**config.mk**
```make
export PLATFORM = sky130hd
export DESIGN_NAME = alu_execute_stage
export DESIGN_NICKNAME = d
export VERILOG_FILES = /design/src/rtl/alu_execute_stage.sv
export SDC_FILE = /design/constraint.sdc
export NUM_CORES = 1
export LEC_CHECK = 0
export CAP_MARGIN = 20
export CORE_ASPECT_RATIO = 1.1
export CORE_MARGIN = 2
export CORE_UTILIZATION = 51
export CTS_CLUSTER_DIAMETER = 80
export DETAILED_ROUTE_END_ITERATION = 16
export PLACE_DENSITY = 0.88
export REMOVE_ABC_BUFFERS = 1
export SLEW_MARGIN = 25
export SYNTH_ARGS = -nofsm -noshare
export SYNTH_HDL_FRONTEND = slang
export SYNTH_SLANG_ARGS = --single-unit
```
**constraint.sdc**
```tcl
create_clock -name clk -period 8.88 [get_ports clk]
set_input_delay 0.888 -clock clk [delete_from_list [all_inputs] [get_ports clk]]
set_output_delay 0.888 -clock clk [all_outputs]
set_load 0.01 [all_outputs]
```
**src/rtl/alu_execute_stage.sv**
```systemverilog
// ---------------------------------------------------------------------------
// alu_execute_stage
//
// Execute stage of a 5-stage pipeline. Selects forwarded operands, performs
// the ALU operation chosen by ALU control, and registers the result into the
// EX/MEM pipeline register. Stall and flush control that register.
//
// Supported alu_op codes:
//   0010 add
//   0110 sub
//   0000 and
//   0001 or
// Every other code is illegal: the result is forced to 0 and the entry
// cannot write a register or take a branch.
//
// Handshake: there is no valid/ready pair. The in_valid input qualifies the
// ID/EX slot. While stall is high the block ignores its inputs and holds the
// EX/MEM register. The upstream stage must hold ID/EX during that time,
// because this block does not buffer anything. flush overrides stall and
// loads a bubble. out_valid qualifies the EX/MEM slot.
//
// Ports:
//   clk, rst_n            clock, synchronous active-low reset
//   in_valid              ID/EX slot holds a real instruction
//   alu_op                4-bit operation code
//   rs1_data, rs2_data    register-file operands
//   imm                   sign-extended immediate
//   alu_src               1: operand B = imm, 0: operand B = forwarded rs2
//   fwd_a, fwd_b          forwarding select (00/11 ID/EX, 01 wb_data,
//                         10 out_result)
//   wb_data               MEM/WB write-back value
//   rd, reg_write         destination register and its write enable
//   branch                instruction is a beq
//   stall, flush          EX/MEM register hold / bubble
//   out_*                 registered EX/MEM fields
// ---------------------------------------------------------------------------
module alu_execute_stage #(
  parameter int WIDTH = 64
) (
  input  logic             clk,
  input  logic             rst_n,
  input  logic             in_valid,
  input  logic [3:0]       alu_op,
  input  logic [WIDTH-1:0] rs1_data,
  input  logic [WIDTH-1:0] rs2_data,
  input  logic [WIDTH-1:0] imm,
  input  logic             alu_src,
  input  logic [1:0]       fwd_a,
  input  logic [1:0]       fwd_b,
  input  logic [WIDTH-1:0] wb_data,
  input  logic [4:0]       rd,
  input  logic             reg_write,
  input  logic             branch,
  input  logic             stall,
  input  logic             flush,
  output logic             out_valid,
  output logic [WIDTH-1:0] out_result,
  output logic             out_zero,
  output logic [WIDTH-1:0] out_store_data,
  output logic [4:0]       out_rd,
  output logic             out_reg_write,
  output logic             out_branch_taken,
  output logic             out_illegal
);

  localparam logic [3:0] OP_AND = 4'b0000;
  localparam logic [3:0] OP_OR  = 4'b0001;
  localparam logic [3:0] OP_ADD = 4'b0010;
  localparam logic [3:0] OP_SUB = 4'b0110;

  localparam logic [1:0] FWD_WB  = 2'b01;
  localparam logic [1:0] FWD_MEM = 2'b10;

  // EX/MEM register
  logic             valid_q,     valid_d;
  logic [WIDTH-1:0] result_q,    result_d;
  logic             zero_q,      zero_d;
  logic [WIDTH-1:0] store_q,     store_d;
  logic [4:0]       rd_q,        rd_d;
  logic             reg_write_q, reg_write_d;
  logic             br_taken_q,  br_taken_d;
  logic             illegal_q,   illegal_d;

  // Combinational execute datapath
  logic [WIDTH-1:0] op_a;
  logic [WIDTH-1:0] fwd_val;
  logic [WIDTH-1:0] op_b;
  logic [WIDTH-1:0] alu_res;
  logic             alu_legal;
  logic             alu_zero;

  // Operand selection. The EX/MEM path reads result_q directly, so a
  // dependent instruction right behind its producer needs no stall. During a
  // hold, this path keeps presenting the held result.
  always_comb begin
    op_a = rs1_data;
    case (fwd_a)
      FWD_WB:  op_a = wb_data;
      FWD_MEM: op_a = result_q;
      default: op_a = rs1_data;
    endcase

    fwd_val = rs2_data;
    case (fwd_b)
      FWD_WB:  fwd_val = wb_data;
      FWD_MEM: fwd_val = result_q;
      default: fwd_val = rs2_data;
    endcase

    op_b = alu_src ? imm : fwd_val;
  end

  // ALU. Arithmetic wraps modulo 2^WIDTH; carry and borrow are dropped.
  always_comb begin
    alu_legal = 1'b1;
    alu_res   = '0;
    case (alu_op)
      OP_ADD:  alu_res = op_a + op_b;
      OP_SUB:  alu_res = op_a - op_b;
      OP_AND:  alu_res = op_a & op_b;
      OP_OR:   alu_res = op_a | op_b;
      default: begin
        alu_legal = 1'b0;
        alu_res   = '0;
      end
    endcase
    alu_zero = (alu_res == '0);
  end

  // Next-state of the EX/MEM register. The priority order is:
  //   flush, then stall, then no valid input, then load.
  // Reset is handled in the register process.
  always_comb begin
    valid_d     = valid_q;
    result_d    = result_q;
    zero_d      = zero_q;
    store_d     = store_q;
    rd_d        = rd_q;
    reg_write_d = reg_write_q;
    br_taken_d  = br_taken_q;
    illegal_d   = illegal_q;

    if (flush || (!stall && !in_valid)) begin
      valid_d     = 1'b0;
      result_d    = '0;
      zero_d      = 1'b0;
      store_d     = '0;
      rd_d        = '0;
      reg_write_d = 1'b0;
      br_taken_d  = 1'b0;
      illegal_d   = 1'b0;
    end else if (!stall) begin
      valid_d     = 1'b1;
      result_d    = alu_res;
      zero_d      = alu_zero;
      // Store data is the forwarded rs2 value, taken before the immediate
      // mux.
      store_d     = fwd_val;
      rd_d        = rd;
      reg_write_d = reg_write & alu_legal;
      // An illegal op computes 0, so its zero flag is 1. It still must not
      // redirect fetch.
      br_taken_d  = branch & alu_zero & alu_legal;
      illegal_d   = ~alu_legal;
    end
  end

  always_ff @(posedge clk) begin
    if (!rst_n) begin
      valid_q     <= 1'b0;
      result_q    <= '0;
      zero_q      <= 1'b0;
      store_q     <= '0;
      rd_q        <= '0;
      reg_write_q <= 1'b0;
      br_taken_q  <= 1'b0;
      illegal_q   <= 1'b0;
    end else begin
      valid_q     <= valid_d;
      result_q    <= result_d;
      zero_q      <= zero_d;
      store_q     <= store_d;
      rd_q        <= rd_d;
      reg_write_q <= reg_write_d;
      br_taken_q  <= br_taken_d;
      illegal_q   <= illegal_d;
    end
  end

  assign out_valid        = valid_q;
  assign out_result       = result_q;
  assign out_zero         = zero_q;
  assign out_store_data   = store_q;
  assign out_rd           = rd_q;
  assign out_reg_write    = reg_write_q;
  assign out_branch_taken = br_taken_q;
  assign out_illegal      = illegal_q;

endmodule
```
==> reports/results.tsv, run 1 <==
metric	value	unit
yosys.area.top_type_share	17.3	%
cts-buffers-inserted	17	
drc	0	
worst_tran_pin_value	0.998	ns
max_freq	117	MHz
number_of_h_tree_levels	4	
synth_cells	2323	
post-route-worst-setup-slack	0.318	ns
ctsHoldBuffers	0	
clock_path_buffers	2	
core_area	30600	um2
synth_warnings	0	
synth-seq-cells	138	
pwr_density_cell	143	nW/um2
globalplace.congestion	1.07	
count_of_clock_tree_sinks	138	
worst-r2r-setup-slack	1.62	ns
floorplan.die_area	32700	um2
synth_async_sr_flop_share	0	%
grt_util_all_layers	45.1	%
dr_total_vias	21000	
timing.setup.tns	0	ns
drt-wirelength-per-cell	25.0	um
pin_count	415	
yosysSeqAreaShare	17.3	%
largest_net_degree_at_the_start_of_global_routing	87	
initial_utilization	52.1	%
cells_after_dpl	3046	
critPathRequiredTime	9.28	ns
synthDistinctLibCells	87	
post_layout_nonfiller_instances	3078	
drt_pre_antenna_iters	7	
io_port_bufs	414	
dp_hpwl	58800	um
design_area	21100	um2
worstSetupStartpoint	fwd_b[1]	
initialDrtViolationCount	2404	
synth_flop_cell	sky130_fd_sc_hd__dfxtp_1	
endpoints_failing_setup	0	
slowest_delay	0.89	ns
maxcap_violations	0	
synth.cell_area	15900	um2
synth_edf_count	0	
worst-path-max-fanout	37	
power.total	3.01	mW
setup_crit_path_kind	in2reg	
die_boundary_height	189	um
first_global_vias	20400	
num_rows	67	
ys_top_cells_by_area	sky130_fd_sc_hd__dfxtp_1 (17%), sky130_fd_sc_hd__o21ai_0 (7.7%), sky130_fd_sc_hd__nand2_1 (6.8%)	
cp.buffers_inverters	5	
clk_latency	0.48	ns
wirelength	77000	um
vdd_ir_drop_max	0.147	mV
die_width	173	um
leakage_power_summed_over_all_cells	7.88	nW
tritoncts	done	
count_of_antenna_diodes_in_the_layout	0	
worstReg2RegStart	out_result[0]	
layout-area-overhead-vs-synth	32.2	%
min-delay-start	out_valid	
cts.root.buffer_cell	sky130_fd_sc_hd__clkbuf_16	
vias_per_cell	6.83	
number_of_antenna_violations_at_the_first_check_in_global_routing	2	
rsz_0062_raised_after_global_routing	false	
nFillCells	2468	
pre_cts_ws	-0.236	ns
post_layout_nets	3014	
drtAntennaViolNets	0	
dpl_cell_area	20400	um2
critical_path.endpoint_type	flip-flop	
result_of_the_run	finished clean	
timing.max_slew.rel_slack	32.9	%
hold_path.class	reg2reg	
finalCoreUtilization	68.8	%
critical_path.slowest_cell	sky130_fd_sc_hd__a221oi_1	
global_route_wire_length_before_repair	116000	um
fin_hold_ws	0.459	ns
worst_setup_path_start_kind	input port	
final_min_period_over_clock_period	96.4	%
cp_data_arrival_time	8.96	ns
yosysTopAreaCell	sky130_fd_sc_hd__dfxtp_1	
gr-total-overflow	0	
timing.critical_path.max_delay_family	simple AND/OR/NAND/NOR gates	
layout-drive-gt1-share	5.52	%
report.final.hold_viol_count	0	
clk_pin_slew	0.07	ns
post-route-min-period	8.56	ns
clock-skew-final	0.00862	ns
finalMaxSlewViolations	0	
syn_area_per_cell	6.86	um2
-- worst paths after layout --
kind | cells past startpoint | endpoint
max | 27 | out_branch_taken
min | 1 | out_valid
max reg2reg | 27 | out_branch_taken
min reg2reg | 1 | out_valid
-- state kept, by name (all words and copies together) (netlist names) --
register and cells:
out_branch_taken 1, out_illegal 1, out_store_data 64, out_valid 1, out_rd 5, out_zero 1, out_result 64, out_reg_write 1
-- repair_timing --
item | CTS | global route
gates resized for setup | 0 | 7
setup buffers | 0 | 0
setup endpoints to repair | 0 | 2
-- per-layer routing --
layer  vias up  track usage (%)  share of wire [%]
met3       386             10.9                 11
li1       9269                -                  -
met2      1593             75.5                 46
met5         -                0              0.036
met4         4             27.5                6.9
met1      9778             52.1                 36
-- worst register-to-register path: stages, from the launching register on --
cell and delay (ns):
sky130_fd_sc_hd__dfxtp_1 0.34, sky130_fd_sc_hd__a22oi_1 0.23, sky130_fd_sc_hd__o21ai_0 0.20, sky130_fd_sc_hd__a21boi_1 0.33, sky130_fd_sc_hd__ha_1 0.25, sky130_fd_sc_hd__o221ai_1 0.18, sky130_fd_sc_hd__a21oi_2 0.24, sky130_fd_sc_hd__and3_1 0.30
sky130_fd_sc_hd__nand2_1 0.21, sky130_fd_sc_hd__nor2_2 0.29, sky130_fd_sc_hd__nand4b_1 0.29, sky130_fd_sc_hd__o21ai_0 0.32, sky130_fd_sc_hd__xor2_1 0.12, sky130_fd_sc_hd__ha_1 0.45, sky130_fd_sc_hd__nand4_1 0.26, sky130_fd_sc_hd__nor4_2 0.55
sky130_fd_sc_hd__a32oi_1 0.17, sky130_fd_sc_hd__nand3_1 0.18, sky130_fd_sc_hd__a21oi_1 0.12, sky130_fd_sc_hd__o21ai_0 0.20, sky130_fd_sc_hd__buf_4 0.15, sky130_fd_sc_hd__xnor2_1 0.11, sky130_fd_sc_hd__o21ai_0 0.19, sky130_fd_sc_hd__or4_1 0.66
sky130_fd_sc_hd__nor4_1 0.38, sky130_fd_sc_hd__buf_4 0.18, sky130_fd_sc_hd__nand4b_1 0.12, sky130_fd_sc_hd__o21ai_1 0.18
-- synthesized netlist by cell type, types with 10 or more instances --
library cell	n
sky130_fd_sc_hd__or3_1	18
sky130_fd_sc_hd__dfxtp_1	138
sky130_fd_sc_hd__a22oi_1	92
sky130_fd_sc_hd__a221oi_1	42
sky130_fd_sc_hd__maj3_1	46
sky130_fd_sc_hd__o21ai_0	244
sky130_fd_sc_hd__a31oi_1	25
sky130_fd_sc_hd__nand2b_1	20
sky130_fd_sc_hd__nand3_1	31
sky130_fd_sc_hd__o31ai_1	34
sky130_fd_sc_hd__clkbuf_1	107
sky130_fd_sc_hd__and2_1	13
sky130_fd_sc_hd__o21a_1	23
sky130_fd_sc_hd__buf_2	31
sky130_fd_sc_hd__xor2_1	50
sky130_fd_sc_hd__mux2i_1	29
sky130_fd_sc_hd__a21o_1	12
sky130_fd_sc_hd__a211oi_1	14
sky130_fd_sc_hd__and3_1	10
sky130_fd_sc_hd__a21oi_1	216
sky130_fd_sc_hd__or2_2	13
sky130_fd_sc_hd__a221o_1	35
sky130_fd_sc_hd__nor2_1	248
sky130_fd_sc_hd__nand2_1	290
sky130_fd_sc_hd__o21bai_1	17
sky130_fd_sc_hd__xnor2_1	58
sky130_fd_sc_hd__inv_1	45
sky130_fd_sc_hd__buf_6	11
sky130_fd_sc_hd__nor2b_1	28
sky130_fd_sc_hd__nand4_1	46
sky130_fd_sc_hd__nor3_1	65
sky130_fd_sc_hd__nor4_1	18
sky130_fd_sc_hd__ha_1	85
sky130_fd_sc_hd__or4_1	10
sky130_fd_sc_hd__o211ai_1	11
sky130_fd_sc_hd__buf_1	19
-- kinds of logic (layout without fill, tap and decap cells) --
group	count (synthesis)	after routing	synth area share, %
xor gates and xnor gates	108	108	5.94
DFF	138	138	17.3
AOI/OAI and AO/OA	861	861	35.1
adders and majority gates	132	132	9.69
buffers and inverters	218	559	5.98
and+or+nand+nor	835	835	24.0
muxes	31	31	1.96
-- placed cells by master, fill, tap and decap left out, types with 14 or more instances in the layout --
cell and instances:
sky130_fd_sc_hd__clkbuf_16 17, sky130_fd_sc_hd__xnor2_1 58, sky130_fd_sc_hd__nor2_1 247, sky130_fd_sc_hd__inv_1 45, sky130_fd_sc_hd__or3_1 18, sky130_fd_sc_hd__clkdlybuf4s50_1 411, sky130_fd_sc_hd__a31oi_1 25, sky130_fd_sc_hd__o31ai_1 33
sky130_fd_sc_hd__nand4_1 46, sky130_fd_sc_hd__nor4_1 17, sky130_fd_sc_hd__a22oi_1 92, sky130_fd_sc_hd__o21a_1 23, sky130_fd_sc_hd__nand3_1 31, sky130_fd_sc_hd__nand2_1 290, sky130_fd_sc_hd__xor2_1 50, sky130_fd_sc_hd__a221oi_1 41
sky130_fd_sc_hd__ha_1 81, sky130_fd_sc_hd__buf_4 64, sky130_fd_sc_hd__a221o_1 35, sky130_fd_sc_hd__nor2b_1 28, sky130_fd_sc_hd__o21bai_1 17, sky130_fd_sc_hd__nor3_1 64, sky130_fd_sc_hd__o21ai_0 243, sky130_fd_sc_hd__dfxtp_1 138
sky130_fd_sc_hd__maj3_1 46, sky130_fd_sc_hd__a211oi_1 14, sky130_fd_sc_hd__a21oi_1 215, sky130_fd_sc_hd__nand2b_1 20, sky130_fd_sc_hd__mux2i_1 29
-- final cells by class --
cell class | instances | area [um2] | area share (%)
multi-input combinational | 1967 | 12300 | 58.3
timing repair buffer | 481 | 4670 | 22.2
sequential | 138 | 2760 | 13.1
clock inverter | 10 | 164 | 0.778
tap | 414 | 518 | 2.46
clock buffer | 22 | 484 | 2.30
inverter | 46 | 173 | 0.820
-- power breakdown --
part / leakage (nW) / internal [mW] / switching [mW] / total, mW
registers: 1.12 / 0.636 / 0.0140 / 0.650
logic: 6.45 / 0.589 / 0.947 / 1.54
clock network: 0.316 / 0.500 / 0.324 / 0.824
Power figures use the tool's default switching activity.
==> inputs of run 2 (changes only) <==
- TNS_END_PERCENT: default -> 100
==> results of run 2 <==
The final DEF is identical to that of run 1; final timing and power are the same.
